$ cat src/rtl/byte_unstriping.sv
// rtl/byte_unstriping.sv - 4-lane word de-striper: word FIFO feeding a lane0-first byte serializer
//
// Ports:
//   clk1Mhz            system clock, all state on the rising edge
//   reset              synchronous active-high reset, dominates every other input
//   stripedLane0..3    lane bytes of one word (stream bytes 4n+0 .. 4n+3)
//   stripedVLD         the lanes carry a word this cycle
//   laneRDY            a word can be accepted this cycle (FIFO not full)
//   byteUnstripingOUT  reassembled byte stream (registered)
//   byteUnstripingVLD  byteUnstripingOUT valid (registered)
//   overflowERR        sticky: a word was offered while laneRDY was low
module byte_unstriping #(
    parameter int DATA_WIDTH = 8,
    parameter int FIFO_DEPTH = 2
) (
    input  logic                  clk1Mhz,
    input  logic                  reset,
    input  logic [DATA_WIDTH-1:0] stripedLane0,
    input  logic [DATA_WIDTH-1:0] stripedLane1,
    input  logic [DATA_WIDTH-1:0] stripedLane2,
    input  logic [DATA_WIDTH-1:0] stripedLane3,
    input  logic                  stripedVLD,
    output logic                  laneRDY,
    output logic [DATA_WIDTH-1:0] byteUnstripingOUT,
    output logic                  byteUnstripingVLD,
    output logic                  overflowERR
);

    localparam int AW     = (FIFO_DEPTH > 1) ? $clog2(FIFO_DEPTH) : 1;
    localparam int WORD_W = 4 * DATA_WIDTH;

    typedef enum logic {
        IDLE,
        SEND
    } state_t;

    // ------------------------------------------------------------------
    // Word FIFO. Lane0 sits in the low byte so the serializer can shift
    // the word right one byte per clock.
    // ------------------------------------------------------------------
    logic [WORD_W-1:0] mem [FIFO_DEPTH];
    logic [AW-1:0]     wr_ptr;
    logic [AW-1:0]     rd_ptr;
    logic [AW:0]       count;
    logic              fifo_empty;
    logic              push;
    logic              pop;
    logic [WORD_W-1:0] in_word;
    logic [WORD_W-1:0] head_word;

    assign in_word    = {stripedLane3, stripedLane2, stripedLane1, stripedLane0};
    assign head_word  = mem[rd_ptr];
    assign fifo_empty = (count == '0);
    assign laneRDY    = (count != (AW + 1)'(FIFO_DEPTH));
    assign push       = stripedVLD & laneRDY;

    // Storage carries no reset: contents are only meaningful under count.
    always_ff @(posedge clk1Mhz) begin
        if (push) begin
            mem[wr_ptr] <= in_word;
        end
    end

    // Pointers are power-of-two wide, so natural overflow gives the wrap.
    always_ff @(posedge clk1Mhz) begin
        if (reset) begin
            wr_ptr      <= '0;
            rd_ptr      <= '0;
            count       <= '0;
            overflowERR <= 1'b0;
        end else begin
            if (push) begin
                wr_ptr <= wr_ptr + AW'(1);
            end
            if (pop) begin
                rd_ptr <= rd_ptr + AW'(1);
            end
            case ({push, pop})
                2'b10:   count <= count + (AW + 1)'(1);
                2'b01:   count <= count - (AW + 1)'(1);
                default: count <= count;
            endcase
            // A word offered while full is dropped; the FIFO stays untouched.
            if (stripedVLD && !laneRDY) begin
                overflowERR <= 1'b1;
            end
        end
    end

    // ------------------------------------------------------------------
    // Serializer. cnt holds the index of the next lane to drive; in SEND
    // cnt==0 means lane3 has just gone out, so this edge either loads the
    // next word (no bubble) or returns to IDLE.
    // ------------------------------------------------------------------
    state_t            state;
    state_t            state_nx;
    logic [1:0]        cnt;
    logic [1:0]        cnt_nx;
    logic [WORD_W-1:0] shreg;
    logic [WORD_W-1:0] shreg_nx;
    logic [DATA_WIDTH-1:0] out_nx;
    logic              vld_nx;
    logic              word_done;

    assign word_done = (state == IDLE) || (cnt == 2'd0);

    always_comb begin
        state_nx = state;
        cnt_nx   = cnt;
        shreg_nx = shreg;
        out_nx   = '0;
        vld_nx   = 1'b0;
        pop      = 1'b0;

        if (word_done) begin
            if (!fifo_empty) begin
                // Pop reads the registered head, so a word written on this
                // same edge can never be emitted on it.
                pop      = 1'b1;
                out_nx   = head_word[DATA_WIDTH-1:0];
                shreg_nx = head_word >> DATA_WIDTH;
                vld_nx   = 1'b1;
                cnt_nx   = 2'd1;
                state_nx = SEND;
            end else begin
                cnt_nx   = 2'd0;
                state_nx = IDLE;
            end
        end else begin
            out_nx   = shreg[DATA_WIDTH-1:0];
            shreg_nx = shreg >> DATA_WIDTH;
            vld_nx   = 1'b1;
            cnt_nx   = cnt + 2'd1;
        end
    end

    always_ff @(posedge clk1Mhz) begin
        if (reset) begin
            state             <= IDLE;
            cnt               <= 2'd0;
            shreg             <= '0;
            byteUnstripingOUT <= '0;
            byteUnstripingVLD <= 1'b0;
        end else begin
            state             <= state_nx;
            cnt               <= cnt_nx;
            shreg             <= shreg_nx;
            byteUnstripingOUT <= out_nx;
            byteUnstripingVLD <= vld_nx;
        end
    end

endmodule

$ cat config.mk
export PLATFORM = sky130hd
export DESIGN_NAME = byte_unstriping
export DESIGN_NICKNAME = d
export VERILOG_FILES = /design/src/rtl/byte_unstriping.sv
export SDC_FILE = /design/constraint.sdc
export NUM_CORES = 1
export LEC_CHECK = 0
export CORE_MARGIN = 4
export CORE_UTILIZATION = 49
export DETAILED_ROUTE_END_ITERATION = 10
export PLACE_DENSITY = 0.74
export SKIP_CTS_REPAIR_TIMING = 1
export SYNTH_ARGS = -nofsm -noshare
export SYNTH_HDL_FRONTEND = slang
export SYNTH_SLANG_ARGS = --single-unit
$ cat constraint.sdc
create_clock -name clk1Mhz -period 1.9 [get_ports clk1Mhz]
set_input_delay 0.38 -clock clk1Mhz [delete_from_list [all_inputs] [get_ports clk1Mhz]]
set_output_delay 0.38 -clock clk1Mhz [all_outputs]
set_load 0.03 [all_outputs]
==> metrics.md <==
| Metric | Value |
|---|---|
| Worst hold-check slack | 0.440 ns |
| MaxCap Viol Count | 0 |
| Share of total power consumed by net switching | 31.4% |
| Clock latency on the worst-skew pair | between 0.3 and 0.4 ns |
| Count of distinct cell types in the synthesized netlist | 30 |
| Final Power | 6.34 mW |
| Nets | 374 |
| Antenna violations before repair | 0 |
| Crit-path slowest cell | dfxtp_1 |
| Number of placement rows | 32 |
| Remaining global-route overflow | 0 |
| Post-route design area | 4730 µm² |
| Number of antenna cells inserted | 0 |
| DIE HEIGHT | between 90 and 100 µm |
| Levels on crit path | 3 |
| Clock buffer count from CTS | 9 |
| Hold Violations, Final | 0 |
| Internal power contribution | around 4.3 mW |
| Average instance area after synthesis | 13.5 µm² |
| Most frequent cells in the layout | edfxtp_1 (64), clkdlybuf4s50_1 (44), dfxtp_1 (40), nor2_1 (28), nand2_1 (25) |
| Synth warnings | 0 |
| Outcome | finished, final reports clean |
| Worst-case register-to-register setup slack | 0.14 ns |
| Number of clock sinks | 106 |
| Path type of the worst min-delay path | flop to flop |
| Post-synthesis cell area | 3910 µm² |
| Critical path class | flop to primary output |
| Wire length of the first global-routing pass | 11.3 mm |
| Routability cong. | 0.739 |
| Clock slew seen by the registers of the worst setup and hold paths | 0.09 ns |
| Synthesized netlist net count | 326 |
| Switching power | 1.99 mW |
| Largest net degree at the start of global routing | 49 |
| CTS tree | yes |
| ANT nets after route | 0 |
| Via density per instance | approximately 5.2 |
| Most common cell after layout, fill and taps aside | edfxtp_1 |
| Crit Path Max Fanout | 5 |
| Share of power burned in registers | 49.6% |
| Fraction of the yosys area taken by sequential cells | a little over two thirds |
| Std-Cell Core Area | slightly below 8000 µm² |
| Top_reg_cell synth | edfxtp_1 |
| Layout cell share with drive strength beyond 1 | 12.6% |
| Leakage power summed over all cells | 1.60 nW |
| Type of element capturing the critical path | primary output |
| WL final | around 6.6 mm |
| Pre-antenna DRT Iters | 4 |
| Pins over their slew limit | 0 |
| H-tree depth reported by CTS | 3 |
| Asr flop ratio synth | 0% |
| Buffers plus inverters on the worst setup path | 2 |
| Maximum clock skew at final layout | 0.00666 ns |
| Share of the clock period used by the worst path after layout | 93.5% |
| Vias in the first global route | 2,367 |
| Proportion of power drawn by combinational gates | ~29% |
| All-layer global routing usage | 15.0% |
| Post-Route Utilization | 61.2% |
| Count of port buffers added during placement | 45 |
| Critical path origin | count[0] |
| Startpoint types | flop |
| Gate family responsible for the most delay along the worst path | flip-flops |
| Number of storage elements in the synthesis netlist | 106 |
| DRC viols | 0 |
| Worst IR drop on VDD | 555 µV |
| Max Clock Freq | 563 MHz |
| Data required, critical path | roughly 1.5 ns |
| Setup TNS Final | 0 ns |
| Final setup violation count | 0 |
| Delay of the slowest cell on the worst path | 0.42 ns |
| Signed area change from the synthesized netlist to the final layout | 21.1% |
| Launch point of the worst reg-to-reg path | count[0] |
| Slew at the pin with the worst max-slew slack | 0.566 ns |
| EDFF count, synth | 64 |
| CTS root buf | clkbuf_8 |
| HPWL Detailed | 4.41 mm |
| Total number of vias | 2,321 |
| Cell area power density | around 1300 nW/µm² |
| Routed wire length per instance | 15.0 µm |
| Setup repair after global routing missed its margin | false |
| Minimum clock period | ~1.8 ns |
| Clock network power share | between 20% and 30% |
| Top Ports | 46 |
| Cells on worst reg2reg path | 7 |
| Slew margin rel. | 62.3% |
| Detailed Route Iter0 Violations | 98 |
| RR Endpoint | count[1] |
| Starting density of the core | 50.6% |
| Endpoint arrival time on the critical path | 1.40 ns |
| Longest Clk Path Bufs | 2 |
| Die area | between 9000 and 10,000 µm² |
| Cell area after placement | between 4000 and 5000 µm² |
| Die width | between 90 and 100 µm |
| Gate count of the mapped netlist | 289 |
| Critical-path cell list | and2b_2, inv_1, dlymetal6s2s_1 |
| Critical Path Sink | laneRDY |
## sequential cells by signal, indices dropped and copies added (netlist names), named ones only
register / count
byteUnstripingOUT: 8
byteUnstripingVLD: 1
cnt: 2
count: 2
mem: 64
overflowERR: 1
rd_ptr: 1
shreg: 24
state: 1
wr_ptr: 1
## per-stage QoR
stage,setup WS (ns),cells
floorplan,0.0274,289
CTS,-0.277,444
global route,0.0149,444
detailed placement,-0.0887,428
global placement,-0.0912,428
finish,0.123,444
## cell usage after synthesis, drive strengths merged (2+ instances only)
cell type	instances	area [µm²]
inv	5	18.8
ha	2	25.0
clkbuf	4	20.0
or3	4	26.3
nor2b	17	106
nand2b	2	12.5
dfxtp	42	841
a211oi	24	180
o31ai	16	120
nand2	25	93.8
a21oi	7	35.0
mux2i	16	160
o21ai	11	85.1
nor2	28	105
edfxtp	64	1920
buf	14	90.1
## worst min path at each step
| stage | startpoint | to | slack [ns] | depth (start not counted) |
|---|---|---|---|---|
| floorplan | cnt[0] | cnt[0] | 0.42 | 1 |
| global placement | cnt[0] | cnt[0] | 0.43 | 1 |
| detailed placement | cnt[0] | cnt[0] | 0.44 | 1 |
| CTS | cnt[0] | cnt[0] | 0.45 | 1 |
| global route | cnt[0] | cnt[0] | 0.48 | 1 |
| finish | cnt[0] | cnt[0] | 0.44 | 1 |
## cell type report
type | count | area [µm²]
fill | 621 | 3000
sequential | 106 | 2770
multi-input combinational | 160 | 1020
timing repair buffer | 55 | 603
tap | 102 | 128
clock buffer | 9 | 124
clock inverter | 7 | 68.8
inverter | 5 | 22.5
## layer usage
metal	track usage, %	routed length (µm)	vias to the layer above
met1	18.7	2980	1115
met5	0	0	-
met4	6.39	135	0
met3	3.02	253	12
met2	25.3	3280	43
li1	-	-	1151
## logic make-up after synthesis
logic type / Yosys count / synth area share [%]
flops: 106 / 70.7
simple gates: 81 / 9.83
xor+xnor: 2 / 0.449
fa+ha+maj: 2 / 0.641
mux: 16 / 4.10
compound gates: 59 / 11.0
buf+inv: 23 / 3.30
## power groups by stage
stage	clock network [mW]	logic, mW	registers, mW
after global routing	1.46	2.06	3.20
after CTS	1.37	1.87	3.15
after detailed placement	0	1.86	3.20
final	1.34	1.85	3.15
after floorplan	0	1.24	3.26
after global placement	0	1.81	3.19
No activity file was read; power rests on OpenSTA's default activity.
